==> src/rtl/pong_tick_gen.sv <==
// Multi-channel clock-enable generator: one-cycle tick strobes every d cycles per
// channel, with glitch-free divisor updates, phase resync and a registered square wave.
module pong_tick_gen #(
  parameter int                        NUM_CH   = 3,
  parameter int                        CNT_W    = 24,
  parameter logic [NUM_CH*CNT_W-1:0]   DIV_INIT = {24'd50000, 24'd833333, 24'd2},
  parameter int                        CTRL_CH  = 1
) (
  input  logic              clk_50Mhz,
  input  logic              rst,
  input  logic [NUM_CH-1:0] ch_en,
  input  logic              div_wr,
  input  logic [3:0]        div_sel,
  input  logic [CNT_W-1:0]  div_val,
  input  logic              sync,
  output logic [NUM_CH-1:0] tick,
  output logic              clk_ctrl
);

  logic [CNT_W-1:0]  cnt     [NUM_CH];
  logic [CNT_W-1:0]  act     [NUM_CH];
  logic [CNT_W-1:0]  pend    [NUM_CH];
  logic [CNT_W-1:0]  nxt_div [NUM_CH];
  logic [NUM_CH-1:0] wr_hit;
  logic [NUM_CH-1:0] term;

  // A same-cycle write bypasses pend so it is never lost when act reloads on that edge.
  // Divisors 0 and 1 both collapse to a terminal count of zero.
  // NOTE: every output of this block is assigned on every path, so no latch is inferred.
  always_comb begin
    for (int i = 0; i < NUM_CH; i++) begin
      wr_hit[i]  = div_wr && (div_sel == 4'(i));
      nxt_div[i] = wr_hit[i] ? div_val : pend[i];
      term[i]    = (act[i] <= CNT_W'(1)) ? (cnt[i] == '0)
                                         : (cnt[i] == act[i] - CNT_W'(1));
    end
  end

  // NOTE: all state updates use non-blocking assignments so every register sees
  // pre-edge values regardless of statement order.
  always_ff @(posedge clk_50Mhz) begin
    if (rst) begin
      // NOTE: these per-channel arrays are plain flops (not RAM) and must restart from
      // DIV_INIT, so resetting them in a loop is intentional.
      for (int i = 0; i < NUM_CH; i++) begin
        cnt[i]  <= '0;
        act[i]  <= DIV_INIT[i*CNT_W +: CNT_W];
        pend[i] <= DIV_INIT[i*CNT_W +: CNT_W];
      end
      tick     <= '0;
      clk_ctrl <= 1'b0;
    end else begin
      for (int i = 0; i < NUM_CH; i++) begin
        if (wr_hit[i]) pend[i] <= div_val;
      end

      if (sync) begin
        for (int i = 0; i < NUM_CH; i++) begin
          cnt[i] <= '0;
          act[i] <= nxt_div[i];
        end
        tick     <= '0;
        clk_ctrl <= 1'b0;
      end else begin
        for (int i = 0; i < NUM_CH; i++) begin
          if (!ch_en[i]) begin
            cnt[i]  <= '0;
            tick[i] <= 1'b0;
            act[i]  <= nxt_div[i];
          end else if (term[i]) begin
            cnt[i]  <= '0;
            tick[i] <= 1'b1;
            act[i]  <= nxt_div[i];
          end else begin
            cnt[i]  <= cnt[i] + CNT_W'(1);
            tick[i] <= 1'b0;
          end
        end
        if (ch_en[CTRL_CH] && term[CTRL_CH]) clk_ctrl <= ~clk_ctrl;
      end
    end
  end

endmodule

==> config.mk <==
export PLATFORM = sky130hd
export DESIGN_NAME = pong_tick_gen
export DESIGN_NICKNAME = d
export VERILOG_FILES = /design/src/rtl/pong_tick_gen.sv
export SDC_FILE = /design/constraint.sdc
export NUM_CORES = 1
export LEC_CHECK = 0
export CELL_PAD_IN_SITES_DETAIL_PLACEMENT = 0
export CELL_PAD_IN_SITES_GLOBAL_PLACEMENT = 1
export CORE_MARGIN = 2
export CORE_UTILIZATION = 40
export DETAILED_ROUTE_END_ITERATION = 6
export GPL_TIMING_DRIVEN = 0
export PLACE_DENSITY_LB_ADDON = 0.1
export SKIP_LAST_GASP = 1
export SLEW_MARGIN = 20
export SYNTH_ARGS = -nofsm -noshare
export SYNTH_HDL_FRONTEND = slang
export SYNTH_SLANG_ARGS = --single-unit
==> constraint.sdc <==
create_clock -name clk_50Mhz -period 8.7 [get_ports clk_50Mhz]
set_clock_uncertainty 0.2 [all_clocks]
set_input_delay 1.74 -clock clk_50Mhz [delete_from_list [all_inputs] [get_ports clk_50Mhz]]
set_output_delay 1.74 -clock clk_50Mhz [all_outputs]
set_load 0.005 [all_outputs]
==> results.md, run 1 <==
- Layout cells sized above 1: 0.0624
- CP max-delay cell: edfxtp_1
- Max Fclk: between 0.2 and 0.25 GHz
- DP Wirelength: 24,400 um
- Starting Density: 0.408
- Fill count: around 2,900
- Die Height: 181 um
- Vias in the first global route: between 8,000 and 9,000
- Max cap viols: 0
- Startpoint types: flip-flop
- Period Utilization, post-route: 0.527
- Cells along the critical path: inv_1 > ha_1 > nor3b_2 > nand4_1 > nand2b_4 > or3b_2 > a211oi_1 > or3_1 > a41o_1 > or4b_1 > buf_2 > buf_6 > nor2_1
- Post-Place Setup Slack: approximately 3600 ps
- Drt initial violations: just under 800
- First-pass GRT wire length: slightly above 50,000 um
- Clock Latency Late Sink: around 540 ps
- Pwr dens: ~190 nW/um^2
- FFs w/ async S/R, synth: 0
- Cells after Synth: roughly 1,200
- RSZ-0062 raised after global routing: false
- Total core area: approximately 31,000 um^2
- Synth Warn #: 0
- Static Leakage: 5.23 nW
- Number of antenna violations at the first check in global routing: 0
- Die Area: about 33,000 um^2
- CTS buffer count: 27
- Wire length per cell: 18.9 um
- Final hold violations: 0
- Footprint of the multi-input gates: 5890 um^2
- Gate power share: 0.107
- Grt ovf: 0
- Worst path required time: 8770 ps
- FF+latch area: 6570 um^2
- Worst hold slack: about 340 ps
- Tmin final: between 4000 and 5000 ps
- Residual DRC: 0
- Number of buffers added for setup after CTS: 0
- Crit Path Class: reg -> reg
- Critical path's top delay family: simple AND/OR/NAND/NOR gates
- Die Wd: around 180 um
- Crit. End Element: flip-flop
- Critical-path maximum fanout: 33
- Seq/Total Area, Yosys: 0.522
- Max VDD drop: about 0.00013 V
- Routed vias/inst: approximately 5.4
- Placer Congestion: 0.849
- Post_cts resized: 0
- FF+latch count, synth: between 200 and 250
- Row count: 64
- Drt total wl: around 33,000 um
- CTS tree: done
- Worst Hold Class: reg -> reg
- CP max stage delay: a little under 500 ps
- Area growth syn-to-layout: 16.7%
- Status: completed
- Pin count of the biggest net entering global routing: 34
- Post-synth EDFFs: between 200 and 250
- Routed vias: around 9,000
- Share of the synthesized area in the top cell type: 0.515
- Port Buffers: 38
- Avg Synthesized Cell Area: 10.7 um^2
- Synth Flop Type: edfxtp_1
- Top cells by area, synth: edfxtp_1, xnor2_1, nor2_1, mux2i_1, xor2_1
- Library cells used by synthesis: 75
- Root buffer cell: clkbuf_16
- IO Count: 39
- Slew @ Worst Pin: 910 ps
- Bufs on Longest Clock Path: 3
- Synth area leader: edfxtp_1
- H-tree Lvls: 1
- Hold_buf cts: 0
- Final net count: 1,358
- TritonRoute pass-1 iters: 5
- Arr. time, crit path: around 4700 ps
- Clk sinks: 220
- Max-slew violations: 0
- Sw Ratio: 0.247
- Sequential fraction of design power: 0.467
- CP bufs+invs: 3
- Setup TNS: 0 ps
- Antenna cells: 0
- Slew margin rel.: 0.393
- Clock slew at reported path FFs: around 60 ps
- Final setup viols: 0
- Clock network fraction of design power: 0.426
- Psw: between 0.0006 and 0.0007 W
- Final worst slack: approximately 4100 ps
- Final ANT Viol Nets: 0
- Synthesized cell area: 12,600 um^2
- P_int: roughly 0.0021 W
- Total track usage: 0.200
-- final cells by class --
class,instances,area share
Buffer,57,0.0169
Clock buffer,30,0.0467
Clock inverter,18,0.0166
Inverter,42,0.0107
Multi-Input combinational cell,924,0.401
Sequential cell,220,0.447
Tap cell,396,0.0337
Timing Repair Buffer,39,0.0272
-- placed cells by master (no fill, tap or decap), types with 25 or more instances in the layout --
master,n
nor3_1,49
clkbuf_16,27
clkbuf_1,45
nand3_1,46
inv_1,41
nand4_1,30
nor2_1,176
and2_1,25
nand2_1,59
nor4_1,35
xnor2_1,84
clkdlybuf4s50_1,38
edfxtp_1,216
xor2_1,65
mux2i_1,61
conb_1,72
-- power by group through the flow --
stage	Clock (W)	Combinational, W	Sequential, W
after floorplan	0	0.000208	0.00131
after global placement	0	0.000293	0.00133
after detailed placement	0	0.000295	0.00133
after CTS	0.00122	0.000297	0.00131
after global routing	0.00126	0.000331	0.00132
final	0.00119	0.000298	0.00131
-- Yosys cell counts, types with 4 or more instances --
cell and count:
a211oi_1 8, and3_1 17, nor4b_1 7, nor3_1 50, nand3b_1 5, o31ai_1 7, edfxtp_1 216, o211ai_1 7
a21oi_1 19, nand3_1 46, nand4_1 30, ha_1 12, xnor2_1 84, nand2b_1 12, inv_1 41, mux2i_1 61
buf_2 8, or3_1 10, a211o_1 14, and4_1 4, clkbuf_1 43, nor2b_1 12, o21ai_0 9, xor2_1 65
nor2_1 176, and4b_1 4, nor4_1 35, dfxtp_1 4, o2111ai_1 7, and2_1 25, or4_1 7, nand2_1 61
-- flip-flops by register name, summed over array words and instances (netlist names) --
register and count:
cnt 72, clk_ctrl 1, tick 3, act 72, pend 72
-- per-layer routing --
| metal | vias to the layer above | global-route usage | wire length [um] |
|---|---|---|---|
| li1 | 4505 | - | - |
| met1 | 4478 | 0.305 | 16300 |
| met2 | 209 | 0.300 | 14100 |
| met3 | 49 | 0.0249 | 1510 |
| met4 | 0 | 0.0501 | 692 |
| met5 | - | 0 | 0 |
-- worst paths after layout --
kind | from | endpoint | slack, ps | cells past startpoint
worst min register to register | pend[0][39]$_DFFE_PP_ | act[1][15]$_DFFE_PP_ | 340 | 1
worst max-delay path | act[1][0]$_DFFE_PP_ | cnt[1][20]$_SDFFCE_PN0P_ | 4110 | 13
worst min-delay path | pend[0][39]$_DFFE_PP_ | act[1][15]$_DFFE_PP_ | 340 | 1
worst max register to register | act[1][0]$_DFFE_PP_ | cnt[1][20]$_SDFFCE_PN0P_ | 4110 | 13
-- stage by stage --
step / util / total power (W) / instance area [um^2] / std cells
2_1_floorplan: - / 0.00151 / 12900 / 1243
3_3_place_gp: 0.445 / 0.00162 / 13700 / 1677
3_5_place_dp: 0.446 / 0.00162 / 13800 / 1678
4_1_cts: 0.477 / 0.00282 / 14700 / 1726
5_1_grt: 0.477 / 0.00290 / 14700 / 1726
6_report: 0.477 / 0.00280 / 14700 / 1726
-- logic make-up (layout without fill, tap and decap cells) --
family | after synthesis | count (layout) | synth area share
xor gates and xnor gates | 149 | 149 | 0.104
AOI/OAI and AO/OA | 102 | 102 | 0.0602
DFF | 220 | 220 | 0.522
buffers and inverters | 99 | 186 | 0.0322
and+or+nand+nor | 526 | 526 | 0.220
other | 1 | 72 | 0.000298
muxes | 63 | 63 | 0.0503
adders and majority gates | 12 | 12 | 0.0119
Note: power is estimated with default switching activity, not from simulation.
==> run 2, diff against run 1 <==
Clock period 8.7 ns to 4.05 ns, I/O delays scaled along.
==> run 2 against run 1 <==
Effect of this change:
- clock power is 120% higher
- wire length is 1.5% higher
- maximum frequency is 17% higher
- sequential power is 110% higher
- sequential share of layout area is 0.80 points lower
- combinational power is 120% higher
- utilization is 0.87 points higher
- final cell count is 0.64% higher
- non-clock buffer count is 11 higher
- via count is 0.53% higher
- sequential cell count stayed put
- die area stayed put
- highest routed layer unchanged
==> results.md, run 2 (synthesis gave the netlist of run 1 again) <==
- Post-layout instance area: 15,000 um^2 (was 14,700 um^2)
- Final worst slack: 134 ps (was 4110 ps)
- Max cap viols: 0 (unchanged)
- Hold_buf cts: 0 (unchanged)
- Grt ovf: 0 (unchanged)
- Sw Ratio: 0.249 (was 0.247)
- Crit Path Class: reg -> reg (unchanged)
- R2R Setup Slk: 130 ps (was 4110 ps)
- Total core area: 30,800 um^2 (unchanged)
- Starting Density: 0.408 (unchanged)
- Die Wd: 181 um (unchanged)
- Worst r2r src: act[2][9]$_DFFE_PP_ (was act[1][0]$_DFFE_PP_)
- Final hold violations: 0 (unchanged)
- Final ANT Viol Nets: 0 (unchanged)
- Residual DRC: 0 (unchanged)
- Pwr dens: 404 nW/um^2 (was 190 nW/um^2)
- Tmin final: 3920 ps (was 4590 ps)
- Pin count of the biggest net entering global routing: 34 (unchanged)
- TritonRoute pass-1 iters: 5 (unchanged)
- Wire length per cell: 19.0 um (was 18.9 um)
- Design Power: 0.00604 W (was 0.00280 W)
- Clock slew at reported path FFs: 60 ps (about the same)
- Total track usage: 0.200 (about the same)
- Area of placed instances: 13,800 um^2 (unchanged)
- Cells along the critical path: or4_1 > or4b_4 > nor3_4 > mux2_1 > o211ai_1 > o211a_1 > a41oi_1 > nand2_2 > buf_6 > nor2_1 (was inv_1 > ha_1 > nor3b_2 > nand4_1 > nand2b_4 > or3b_2 > a211oi_1 > or3_1 > a41o_1 > or4b_1 > buf_2 > buf_6 > nor2_1)
- Routed vias: 9,290 (was 9,241)
- Slew margin rel.: 0.387 (was 0.393)
- Post-Place Setup Slack: -621 ps (was 3640 ps)
- Max-slew violations: 0 (unchanged)
- Root buffer cell: clkbuf_16 (unchanged)
- Fill count: 2,840 (was 2,868)
- Number of antenna violations at the first check in global routing: 0 (unchanged)
- Sequential fraction of design power: 0.466 (was 0.467)
- Placer Congestion: 0.849 (unchanged)
- Gate power share: 0.110 (was 0.107)
- Period Utilization, post-route: 0.967 (was 0.527)
- Die Height: 181 um (unchanged)
- Critical-path maximum fanout: 33 (unchanged)
- Layout cells sized above 1: 0.0858 (was 0.0624)
- Crit. End Element: flip-flop (unchanged)
- Critical Path Start: act[2][9]$_DFFE_PP_ (was act[1][0]$_DFFE_PP_)
- Max VDD drop: 0.000270 V (was 0.000126 V)
- P_int: 0.00454 W (was 0.00211 W)
- Worst Hold Class: reg -> reg (unchanged)
- Final net count: 1,369 (was 1,358)
- Worst setup path endpoint: cnt[2][18]$_SDFFCE_PN0P_ (was cnt[1][20]$_SDFFCE_PN0P_)
- Row count: 64 (unchanged)
- Clk sinks: 220 (unchanged)
- RSZ-0062 raised after global routing: true (was false)
- CP max-delay cell: or4_1 (was edfxtp_1)
- Clock Latency Late Sink: 540 ps (about the same)
- Bufs on Longest Clock Path: 3 (unchanged)
- Routed vias/inst: 5.35 (about the same)
- Slew @ Worst Pin: 919 ps (was 910 ps)
- IO Count: 39 (unchanged)
- Final setup viols: 0 (unchanged)
- Setup TNS: 0 ps (unchanged)
- Static Leakage: 5.36 nW (was 5.23 nW)
- Psw: 0.00150 W (was 0.000691 W)
- Largest registers: act x72, cnt x72, pend x72 (unchanged)
- Most common cell after layout, fill and taps aside: edfxtp_1 (unchanged)
- H-tree Lvls: 1 (unchanged)
- Post-Route Utilization: 0.485 (was 0.477)
- Antenna cells: 0 (unchanged)
- Port Buffers: 38 (unchanged)
- Arr. time, crit path: 3990 ps (was 4650 ps)
- Most frequent cells in the layout: edfxtp_1, nor2_1, xnor2_1 (unchanged)
- Max Fclk: 0.255 GHz (was 0.218 GHz)
- Clock network fraction of design power: 0.425 (was 0.426)
- DP Wirelength: 24,400 um (unchanged)
- Startpoint types: flip-flop (unchanged)
- First-pass GRT wire length: 51,400 um (was 51,300 um)
- Vias in the first global route: 8,823 (was 8,808)
- CP max stage delay: 600 ps (was 490 ps)
- Worst reg2reg path endpoint: cnt[2][18]$_SDFFCE_PN0P_ (was cnt[1][20]$_SDFFCE_PN0P_)
- Drt total wl: 33,000 um (was 32,600 um)
- Die Area: 32,900 um^2 (unchanged)
- Area growth syn-to-layout: 18.9% (was 16.7%)
- Worst path required time: 4120 ps (was 8770 ps)
- Drt initial violations: 726 (was 771)
- CTS tree: done (unchanged)
- R2r worst-path depth: 10 (was 13)
- CTS buffer count: 27 (unchanged)
- Status: completed (unchanged)
-- run 2: worst min-delay path by stage --
stage / cells past startpoint / to / slack [ps] / from
CTS: 1 / act[1][19]$_DFFE_PP_ / 340 / pend[0][43]$_SDFFCE_PP1P_
global placement: 1 / act[1][4]$_DFFE_PP_ / 310 / pend[0][28]$_DFFE_PP_
global route: 1 / act[1][19]$_DFFE_PP_ / 340 / pend[0][43]$_SDFFCE_PP1P_
floorplan: 1 / act[1][0]$_DFFE_PP_ / 300 / pend[0][24]$_SDFFCE_PP1P_
finish: 1 / act[1][15]$_DFFE_PP_ / 340 / pend[0][39]$_DFFE_PP_
detailed placement: 1 / act[1][9]$_DFFE_PP_ / 320 / pend[0][33]$_DFFE_PP_
-- run 2: metal layers --
layer	track usage	vias to the layer above	routed length [um]
met2	0.300	207	14400
met1	0.306	4505	16500
met4	0.0501	0	668
li1	-	4531	-
met3	0.0249	47	1530
met5	0	-	0
-- run 2: final cells by class --
cell class	count	area (um^2)	share of cell area
multi-input combinational	924	6030	0.403
tap	396	495	0.0331
buffer	56	270	0.0181
clock inverter	18	244	0.0163
timing repair buffer	51	508	0.0339
inverter	42	158	0.0105
sequential	220	6570	0.439
clock buffer	30	687	0.0459
-- run 2: stage by stage --
stage / hold slack [ps] / std cells
floorplan: 304 / 1243
global placement: 313 / 1677
detailed placement: 323 / 1678
CTS: 338 / 1728
global route: 339 / 1737
finish: 340 / 1737
-- run 2: power by group through the flow --
| stage | Clock (W) | Combinational [W] | Sequential (W) |
|---|---|---|---|
| after detailed placement | 0 | 0.000635 | 0.00286 |
| after floorplan | 0 | 0.000446 | 0.00280 |
| after CTS | 0.00261 | 0.000644 | 0.00281 |
| after global routing | 0.00270 | 0.000735 | 0.00283 |
| after global placement | 0 | 0.000629 | 0.00285 |
| final | 0.00257 | 0.000664 | 0.00281 |
-- run 2: worst max-delay path: cells and delay by family, from the launching register on --
family	cells	cell delay [ps]
AO/OA/AOI/OAI	3	550
multiplexers	1	340
flip-flops	1	480
AND/OR/NAND/NOR	5	1780
buffers and inverters	1	310
-- run 2: repair_timing --
item	CTS	global route
setup buffers	2	9
gates resized for setup	14	24
pin swaps	1	3
endpoints found under the setup margin	189	196
cloned	0	1
==> run 3, diff against run 2 <==
Settings changed: CORE_MARGIN 2 to 3, CTS_CLUSTER_SIZE set to 24.
==> run 3 against run 2 <==
Effect of this change:
- critical path type unchanged
- critical path depth rose by 2
- highest routed layer unchanged
- combinational power rose by 2%
- clock power fell by 2%
- register-to-register slack barely moved
- largest power group unchanged
- wire length rose by 0.50%
- utilization rose by 0.12 points
- critical endpoint is now act[1][13]$_DFFE_PP_
- total power fell by 0.54%
==> results.md, run 3 (synthesis gave the netlist of run 1 again) <==
- Cells along the critical path: buf_4 > nor4_1 > o211ai_1 > a2111oi_0 > nand4_1 > nor4_1 > nand4_1 > buf_4 > nand3_2 > o21ai_2 > buf_2 > a211o_1 (was or4_1 > or4b_4 > nor3_4 > mux2_1 > o211ai_1 > o211a_1 > a41oi_1 > nand2_2 > buf_6 > nor2_1)
- Area growth syn-to-layout: 19.2% (was 18.9%)
- Final worst slack: 122 ps (was 134 ps)
- CP bufs+invs: 3 (was 1)
- Layout cells sized above 1: 0.0892 (was 0.0858)
- Worst path required time: 4120 ps (about the same)
- RSZ-0062 raised after global routing: true (unchanged)
- Number of antenna violations at the first check in global routing: 0 (unchanged)
- Cells after DPL: 1,678 (unchanged)
- Worst Hold Class: reg -> reg (unchanged)
- CTS buffer count: 27 (unchanged)
- Tmin final: 3930 ps (was 3920 ps)
- Most common cell after layout, fill and taps aside: edfxtp_1 (unchanged)
- Startpoint types: flip-flop (unchanged)
- FF+latch area: 6570 um^2 (unchanged)
- CP max-delay cell: nor4_1 (was or4_1)
- Post-layout instance area: 15,000 um^2 (about the same)
- DP Wirelength: 24,800 um (was 24,400 um)
- Drt total wl: 33,200 um (was 33,000 um)
- Post-Place Setup Slack: -532 ps (was -621 ps)
- Routed vias/inst: 5.35 (about the same)
- Total core area: 30,800 um^2 (unchanged)
- Pin count of the biggest net entering global routing: 34 (unchanged)
- Critical path's top delay family: simple AND/OR/NAND/NOR gates (unchanged)
- Starting Density: 0.408 (unchanged)
- TritonRoute pass-1 iters: 5 (unchanged)
- Crit. End Element: flip-flop (unchanged)
- Hold_buf cts: 0 (unchanged)
- Die Wd: 183 um (was 181 um)
- Slew @ Worst Pin: 921 ps (was 919 ps)
- Clk sinks: 220 (unchanged)
- Static Leakage: 5.36 nW (about the same)
- Final net count: 1,373 (was 1,369)
- Clock Latency Late Sink: 530 ps (was 540 ps)
- CP max stage delay: 580 ps (was 600 ps)
- Critical-path maximum fanout: 10 (was 33)
- Fill count: 2,932 (was 2,840)
- Die Height: 183 um (was 181 um)
- Footprint of the multi-input gates: 6050 um^2 (was 6030 um^2)
- Bufs on Longest Clock Path: 3 (unchanged)
- Grt ovf: 0 (unchanged)
- Residual DRC: 0 (unchanged)
- Final setup viols: 0 (unchanged)
- Crit Path Class: reg -> reg (unchanged)
- Routed vias: 9,314 (was 9,290)
- Non-Filler Instances: 1,742 (was 1,737)
- Area of placed instances: 13,800 um^2 (unchanged)
- Antenna cells: 0 (unchanged)
- Pwr dens: 401 nW/um^2 (was 404 nW/um^2)
- Row count: 64 (unchanged)
- IO Count: 39 (unchanged)
- Max VDD drop: 0.000278 V (was 0.000270 V)
- Final hold violations: 0 (unchanged)
- Period Utilization, post-route: 0.970 (was 0.967)
- Drt initial violations: 803 (was 726)
- H-tree Lvls: 1 (unchanged)
- Final ANT Viol Nets: 0 (unchanged)
- Max cap viols: 0 (unchanged)
- Root buffer cell: clkbuf_16 (unchanged)
- Most frequent cells in the layout: edfxtp_1, nor2_1, xnor2_1 (unchanged)
- Port Buffers: 38 (unchanged)
- Status: completed (unchanged)
- Wire length per cell: 19.1 um (was 19.0 um)
- Max Fclk: 0.255 GHz (about the same)
- CTS tree: done (unchanged)
- Vias in the first global route: 8,960 (was 8,823)
- Max-slew violations: 0 (unchanged)
- First-pass GRT wire length: 51,900 um (was 51,400 um)
- Largest registers: act x72, cnt x72, pend x72 (unchanged)
- Slew margin rel.: 0.386 (was 0.387)
- Arr. time, crit path: 3990 ps (about the same)
- Die Area: 33,600 um^2 (was 32,900 um^2)
- Setup TNS: 0 ps (unchanged)
- Clock slew at reported path FFs: 60 ps (about the same)
- Placer Congestion: 0.901 (was 0.849)
- Total track usage: 0.197 (was 0.200)
[run 3: cell count changes in the layout (fill, tap and decap cells not counted), sizes merged]
| cell | previous run | this run |
|---|---|---|
| bufinv | 6 | 5 |
| buf | 23 | 26 |
| clkinvlp | 1 | 2 |
| clkinv | 11 | 13 |
[run 3: metrics by stage]
| step | total power [W] | utilization | hold slack, ps |
|---|---|---|---|
| final | 0.00601 | 0.487 | 327 |
| after global routing | 0.00626 | 0.487 | 347 |
| after CTS | 0.00604 | 0.479 | 332 |
| after detailed placement | 0.00349 | 0.446 | 314 |
| after global placement | 0.00349 | 0.445 | 314 |
| after floorplan | 0.00325 | - | 304 |
[run 3: what timing repair did]
item / CTS / global route
pin swaps: 2 / 5
resized for setup: 16 / 25
setup buffers: 3 / 12
setup endpoints to repair: 179 / 195
gates cloned: 0 / 1
[run 3: final timing paths]
check / startpoint / end / slack (ps) / cells past startpoint
max: act[0][12]$_DFFE_PP_ / act[1][13]$_DFFE_PP_ / 120 / 12
min: pend[0][26]$_SDFFCE_PP1P_ / act[1][2]$_DFFE_PP_ / 330 / 1
max reg2reg: act[0][12]$_DFFE_PP_ / act[1][13]$_DFFE_PP_ / 120 / 12
min reg2reg: pend[0][26]$_SDFFCE_PP1P_ / act[1][2]$_DFFE_PP_ / 330 / 1
[run 3: routing by layer]
layer,vias up,part of all wire,track usage
met2,220,0.44,0.297
met4,0,0.021,0.0494
li1,4544,-,-
met5,-,0,0
met3,44,0.049,0.0287
met1,4506,0.49,0.299
[run 3: report_power, final]
part	total, W	switching [W]	internal, W
clock	0.00252	0.000981	0.00154
combinational	0.000679	0.000399	0.000280
sequential	0.00281	0.000144	0.00267
[run 3: area by class of cell]
type | instances | share of cell area
Timing Repair Buffer | 55 | 0.0359
Buffer | 56 | 0.0182
Sequential cell | 220 | 0.438
Clock inverter | 20 | 0.0160
Tap cell | 396 | 0.0330
Multi-Input combinational cell | 924 | 0.403
Inverter | 42 | 0.0105
Clock buffer | 29 | 0.0455
==> edit 1: new RTL, settings of run 3 <==
Put one more register stage on the output `tick`, cleared by the reset. The value now appears one clock later. The other outputs are not delayed to match. Comments in the files are not updated.
--- a/src/rtl/pong_tick_gen.sv
+++ b/src/rtl/pong_tick_gen.sv
@@ -16,6 +16,8 @@
   output logic [NUM_CH-1:0] tick,
   output logic              clk_ctrl
 );
+
+  logic [NUM_CH-1:0] tick_s0;
 
   logic [CNT_W-1:0]  cnt     [NUM_CH];
   logic [CNT_W-1:0]  act     [NUM_CH];
@@ -47,7 +49,7 @@
         act[i]  <= DIV_INIT[i*CNT_W +: CNT_W];
         pend[i] <= DIV_INIT[i*CNT_W +: CNT_W];
       end
-      tick     <= '0;
+      tick_s0  <= '0;
       clk_ctrl <= 1'b0;
     end else begin
       for (int i = 0; i < NUM_CH; i++) begin
@@ -59,21 +61,21 @@
           cnt[i] <= '0;
           act[i] <= nxt_div[i];
         end
-        tick     <= '0;
+        tick_s0  <= '0;
         clk_ctrl <= 1'b0;
       end else begin
         for (int i = 0; i < NUM_CH; i++) begin
           if (!ch_en[i]) begin
             cnt[i]  <= '0;
-            tick[i] <= 1'b0;
+            tick_s0[i] <= 1'b0;
             act[i]  <= nxt_div[i];
           end else if (term[i]) begin
             cnt[i]  <= '0;
-            tick[i] <= 1'b1;
+            tick_s0[i] <= 1'b1;
             act[i]  <= nxt_div[i];
           end else begin
             cnt[i]  <= cnt[i] + CNT_W'(1);
-            tick[i] <= 1'b0;
+            tick_s0[i] <= 1'b0;
           end
         end
         if (ch_en[CTRL_CH] && term[CTRL_CH]) clk_ctrl <= ~clk_ctrl;
@@ -81,5 +83,13 @@
     end
   end
 
+  always_ff @(posedge clk_50Mhz) begin
+    if (rst) begin
+      tick <= '0;
+    end else begin
+      tick <= tick_s0;
+    end
+  end
+
 endmodule
 
Formal check against the unedited RTL: not equivalent (Yosys sat finds a counterexample within 4 cycles, from zero or initial values and one cycle with rst high).
==> edit 1 against run 3 <==
Total power down 4.5%. Sequential cell count up 3. Design area up 5.7%. Maximum frequency about the same. Largest cell class is now multi-input combinational cells. Synthesized cell count up 7.7%. Synthesized area up 7.6%. Die area up 7.3%. Setup slack worse by 2.3 ps. Utilization down 0.53 points. Wire length up 9.4%.
==> edit 1: results (changes against run 3) <==
- Antenna Diode Count: 0 (unchanged)
- Cell types with the highest counts after synthesis: sky130_fd_sc_hd__edfxtp_1, sky130_fd_sc_hd__nor2_1, sky130_fd_sc_hd__xnor2_1
- Total wire length: 36300 um (+9.4%)
- Number of input and output port buffers inserted: 37 (-2.6%)
- Fraction of registers with async set or reset after synthesis: 0 (unchanged)
- Largest regs: act (72), cnt (72), pend (72)
- Register clock-pin slew on the reported worst setup and hold paths: 60 ps (about the same)
- Wire length on met3: 1810 um (+10%)
- Clock network fraction of total power: 0.377 (-0.043)
- Leakage power: 5.56 nW (+3.7%)
- Root buffer cell: sky130_fd_sc_hd__clkbuf_16
- Worst stage delay on the critical path: 550 ps (-30 ps)
- Worst rel slew slack: 0.367 (-0.0194)
- Gate power share: 0.129 (+0.016)
- Via total after detailed routing: 10100 (+8.6%)
- Result of the run: completed
- Largest delay contributor family on the critical path: simple AND/OR/NAND/NOR gates
- Fraction of layout instances using a drive strength above 1: 0.122 (+0.0324)
- Number of antenna violations at the first check in global routing: 0 (unchanged)
- Clock network latency to the later pin of the worst-skew pair: between 500 and 600 ps
- Number of synthesized flops with an enable pin: 216 (unchanged)
- Vias in the first global route: 9474 (+5.7%)
- Top layer in use: met4
- Global Route Usage Sum: 0.199 (+0.00192)
- Highest fanout seen on the critical path: 10 (unchanged)
- Data arrival at the endpoint of the critical path: 4000 ps (about the same)
- Largest net degree at the start of global routing: 34 (unchanged)
- Detailed router's first-iteration violation count: 840 (+4.6%)
- Netlist cell types: 74 (-1.3%)
- Global-route wire length before repair: 56100 um (+8.2%)
- First-pass DRT Iterations: 5 (unchanged)
- Placer Congestion: 0.872 (-3.2%)
- Post-DP HPWL: 27100 um (+9.4%)
- # nets final: 1462 (+6.5%)
- Clock Tree Buf Depth: 3 (unchanged)
- Met2 Routed Length: 15600 um (+7.6%)
- Fillers: 3057 (+4.3%)
- Worst hold path type: reg2reg
- Most frequent cell after synthesis: sky130_fd_sc_hd__edfxtp_1
- Wire length on met1: 18200 um (+12%)
- Number of levels in the clock H-tree: 1 (unchanged)
- Post-synthesis sequential area ratio: 0.489 (-0.0324)
- Slowest-stage cell, CP: sky130_fd_sc_hd__or4_4
- Count of yosys warnings during synthesis: 0 (unchanged)
- Worst IR drop on VDD: 0.292 mV (+5.2%)
- Largest cells by area after synthesis: sky130_fd_sc_hd__edfxtp_1, sky130_fd_sc_hd__xnor2_1, sky130_fd_sc_hd__xor2_1, sky130_fd_sc_hd__mux2i_1, sky130_fd_sc_hd__nor2_1
- Net Sw Power: 1.50 mW (-1.5%)
- Num CTS Buffers: 26 (-3.7%)
## edit 1: changes by cell type after synthesis, moves of 13 or more
cell	delta
sky130_fd_sc_hd__or3_1	+17
sky130_fd_sc_hd__nand2_1	-18
sky130_fd_sc_hd__mux2_2	+20
sky130_fd_sc_hd__clkbuf_1	+13
sky130_fd_sc_hd__nor2_1	-26
sky130_fd_sc_hd__nor3_2	+36
## edit 1: repair_timing
action                                  4_1_cts  5_1_grt
endpoints found under the setup margin      201      201
cloned                                        0        1
gates resized for setup                      19       27
pin swaps                                     1        4
setup buffers                                 6       11
## edit 1: worst paths after layout
kind,from,depth (start not counted),slack (ps),to
worst min-delay path,tick_s0[2],1,240,tick[2]
worst max-delay path,act[1][13],10,120,act[1][10]
worst min register to register,tick_s0[2],1,240,tick[2]
worst max register to register,act[1][13],10,120,act[1][10]
## edit 1: worst register-to-register path, cell delays in order, from the launching register on
cell	delay, ps
sky130_fd_sc_hd__edfxtp_1	370
sky130_fd_sc_hd__buf_4	180
sky130_fd_sc_hd__or4_4	550
sky130_fd_sc_hd__or4b_4	540
sky130_fd_sc_hd__a2111oi_4	330
sky130_fd_sc_hd__o211ai_1	190
sky130_fd_sc_hd__nor4_2	310
sky130_fd_sc_hd__a41o_1	350
sky130_fd_sc_hd__nor3_4	100
sky130_fd_sc_hd__buf_6	160
sky130_fd_sc_hd__or3_4	380
## edit 1: cells by family after synthesis
kind of cell / count (synthesis) / synth area share
XOR/XNOR: 148 / 0.0967
flip-flops: 223 / 0.489
buffers and inverters: 110 / 0.0354
multiplexers: 81 / 0.0618
AND/OR/NAND/NOR: 576 / 0.243
AO/OA/AOI/OAI: 111 / 0.0624
other: 1 / 0.000277
adder cells (fa/ha/maj): 12 / 0.0111
## edit 1: cell type report
type,instances,area share
multi-input cells,1001,0.435
flip-flops and latches,223,0.418
inverters,31,0.00734
clock inverters,11,0.00505
clock buffers,34,0.0429
well taps,442,0.0349
repair buffers,55,0.0327
plain buffers,77,0.0245
## edit 1: through the flow
step	setup slack, ps	instance area, um2	total power, mW	std cells
final	119	15900	5.74	1874
after detailed placement	-1150	14800	3.58	1813
after CTS	16.9	15700	5.76	1864
after global routing	4.87	15900	5.97	1874
after global placement	-1050	14700	3.57	1812
after floorplan	103	13800	3.33	1333
## edit 1: layer usage
metal / global-route usage / up-vias
met2: 0.298 / 260
li1: - / 4909
met1: 0.310 / 4909
met3: 0.0232 / 40
met4: 0.0395 / 0
met5: 0 / -
==> edit 2: new RTL, config.mk and constraints of run 3 <==
Without the edit above. Change the parameter `NUM_CH` from 3 to 5.
--- a/src/rtl/pong_tick_gen.sv
+++ b/src/rtl/pong_tick_gen.sv
@@ -1,7 +1,7 @@
 // Multi-channel clock-enable generator: one-cycle tick strobes every d cycles per
 // channel, with glitch-free divisor updates, phase resync and a registered square wave.
 module pong_tick_gen #(
-  parameter int                        NUM_CH   = 3,
+  parameter int                        NUM_CH   = 5,
   parameter int                        CNT_W    = 24,
   parameter logic [NUM_CH*CNT_W-1:0]   DIV_INIT = {24'd50000, 24'd833333, 24'd2},
   parameter int                        CTRL_CH  = 1
Interface: changed (resized ch_en and tick); port bits go from 39 to 43. No check against the original RTL was run, so the function may have changed too.
==> edit 2 against run 3 <==
Wire length increased by 81%. Highest routed layer is now met5. Design area increased by 67%. Critical path type unchanged. First-iteration DRC count increased by 45%. Critical path depth decreased by 2. Setup slack got worse by 110 ps. Synthesized area increased by 66%. Sequential cell count increased by 146. Sequential share of layout area about the same. Total power increased by 62%. Via count increased by 69%.
==> edit 2: results (changes against run 3) <==
- Post-synthesis sequential area ratio: 0.524 (+0.00211)
- Non-Clock Inverter Count: 57 (+36%)
- Leakage power: 9.06 nW (+69%)
- Routed wirelength normalized by instance count: 20.6 um (+8.3%)
- Detailed router's first-iteration violation count: 1166 (+45%)
- Largest cells by area after synthesis: sky130_fd_sc_hd__edfxtp_1, sky130_fd_sc_hd__nor2_1, sky130_fd_sc_hd__xnor2_1, sky130_fd_sc_hd__xor2_1, sky130_fd_sc_hd__mux2i_1
- Vias in the first global route: 15200 (+70%)
- Register-to-Register Setup Slack: 10 ps (-110 ps)
- Slowest-stage cell, CP: sky130_fd_sc_hd__or4_4
- Worst rel slew slack: 0.283 (-0.103)
- Number of synthesized flops with an enable pin: 360 (+67%)
- Total wire length: 60100 um (+81%)
- Number of antenna violations at the first check in global routing: 2 (+2)
- Clock Network Area Fraction: 0.0535 (-0.00805)
- Full die area: 55000 um2 (+63%)
- Result of the run: completed
- Post-layout util: 0.485 (-0.00131)
- Final hold slack: 311 ps (-16.3 ps)
- Number of multi-input combinational cells: 1548 (+68%)
- Cell types with the highest counts after synthesis: sky130_fd_sc_hd__edfxtp_1, sky130_fd_sc_hd__nor2_1, sky130_fd_sc_hd__xnor2_1
- Reg2reg start: act[2][4]
- Total of cells resized after clock tree synthesis: 62 (+46)
- Fillers: 4905 (+67%)
- Net switching fraction of the power: 0.267 (+0.0136)
- Fraction of layout instances using a drive strength above 1: 0.117 (+0.0283)
- Post-placement cell count: 2787 (+66%)
- Number of buffers added for setup after CTS: 28 (+25)
- Clock buffer cells: 49 (+69%)
- Placer Congestion: 0.878 (-2.6%)
- Global-route wire length before repair: 90500 um (+75%)
- Clock network latency to the later pin of the worst-skew pair: 590 ps (+60 ps)
- Worst stage delay on the critical path: 550 ps (-30 ps)
- Number of input and output port buffers inserted: 41 (+7.9%)
- Cells after Synth: 1944 (+66%)
- Post-DP HPWL: 43900 um (+77%)
- Global Route Usage Sum: 0.216 (+0.0194)
- Buffer count excluding the clock tree in the final layout: 180 (+62%)
- Source of the worst hold timing path: clk_ctrl
- Endpoint of the worst-slack reg-to-reg timing path: act[1][9]
- Number of levels in the clock H-tree: 2 (+1)
- Worst r2r path cells: 10 (-2)
- Pre-CTS WS: -1180 ps (-648 ps)
- Capture endpoint of the worst hold path: clk_ctrl
- First-pass DRT Iterations: 7 (+2)
- Total area of sequential cells: 10900 um2 (+66%)
- Proportion of cell area occupied by multi-input gates: 0.411 (+0.00830)
- # nets final: 2253 (+64%)
- Netlist cell types: 84 (+12%)
- Portion of the layout cell area used by non-clock buffers: 0.0552 (+0.00111)
- Vias per Instance: 5.41 (+1.1%)
- #FFs+latches synth: 366 (+66%)
- Hold depth: 2 (+1)
- Num CTS Buffers: 43 (+59%)
- Cell Area, Placed: 22700 um2 (+65%)
==> edit 2: cell types whose count changed in the layout (fill, tap and decap cells not counted), moves of 30 or more <==
cell | before | now
sky130_fd_sc_hd__nand2_1 | 58 | 88
sky130_fd_sc_hd__nor2_1 | 174 | 312
sky130_fd_sc_hd__buf_4 | 16 | 49
sky130_fd_sc_hd__edfxtp_1 | 216 | 360
sky130_fd_sc_hd__xor2_1 | 65 | 115
sky130_fd_sc_hd__conb_1 | 72 | 120
sky130_fd_sc_hd__xnor2_1 | 84 | 131
==> edit 2: cell families (layout without fill, tap and decap cells) <==
kind of cell    Yosys count  after routing  share of synthesized area
compound gates          184            184                     0.0633
xor+xnor                247            247                      0.104
fa+ha+maj                20             20                     0.0120
buf+inv                 149            316                     0.0283
flops                   366            366                      0.524
mux                      85             85                     0.0410
other cells               1            120                   0.000180
simple gates            892            892                      0.228
==> edit 2: routing by layer <==
metal,global-route usage,routed length [um],part of all wire,up-vias
li1,-,-,-,7525
met1,0.306,27800,0.46,7705
met2,0.340,27200,0.45,419
met4,0.0637,1410,0.024,4
met3,0.0407,3630,0.060,81
met5,0,34,0.00057,-
==> edit 2: power by group through the flow <==
stage	logic (mW)	registers [mW]	clock network, mW
CTS	1.20	4.69	3.86
global placement	1.10	4.78	0
floorplan	0.795	4.69	0
global route	1.40	4.73	3.99
finish	1.28	4.70	3.75
detailed placement	1.12	4.78	0
==> edit 2: worst max-delay path by stage <==
stage	start	end	slack, ps	depth (start not counted)
floorplan	act[0][0]	act[0][0]	50	11
global placement	div_wr	pend[0][64]	-1420	4
detailed placement	act[3][0]	act[2][19]	-1180	13
CTS	act[1][1]	act[4][18]	-110	12
global route	act[3][0]	act[1][9]	-70	11
finish	act[2][4]	act[1][9]	10	10
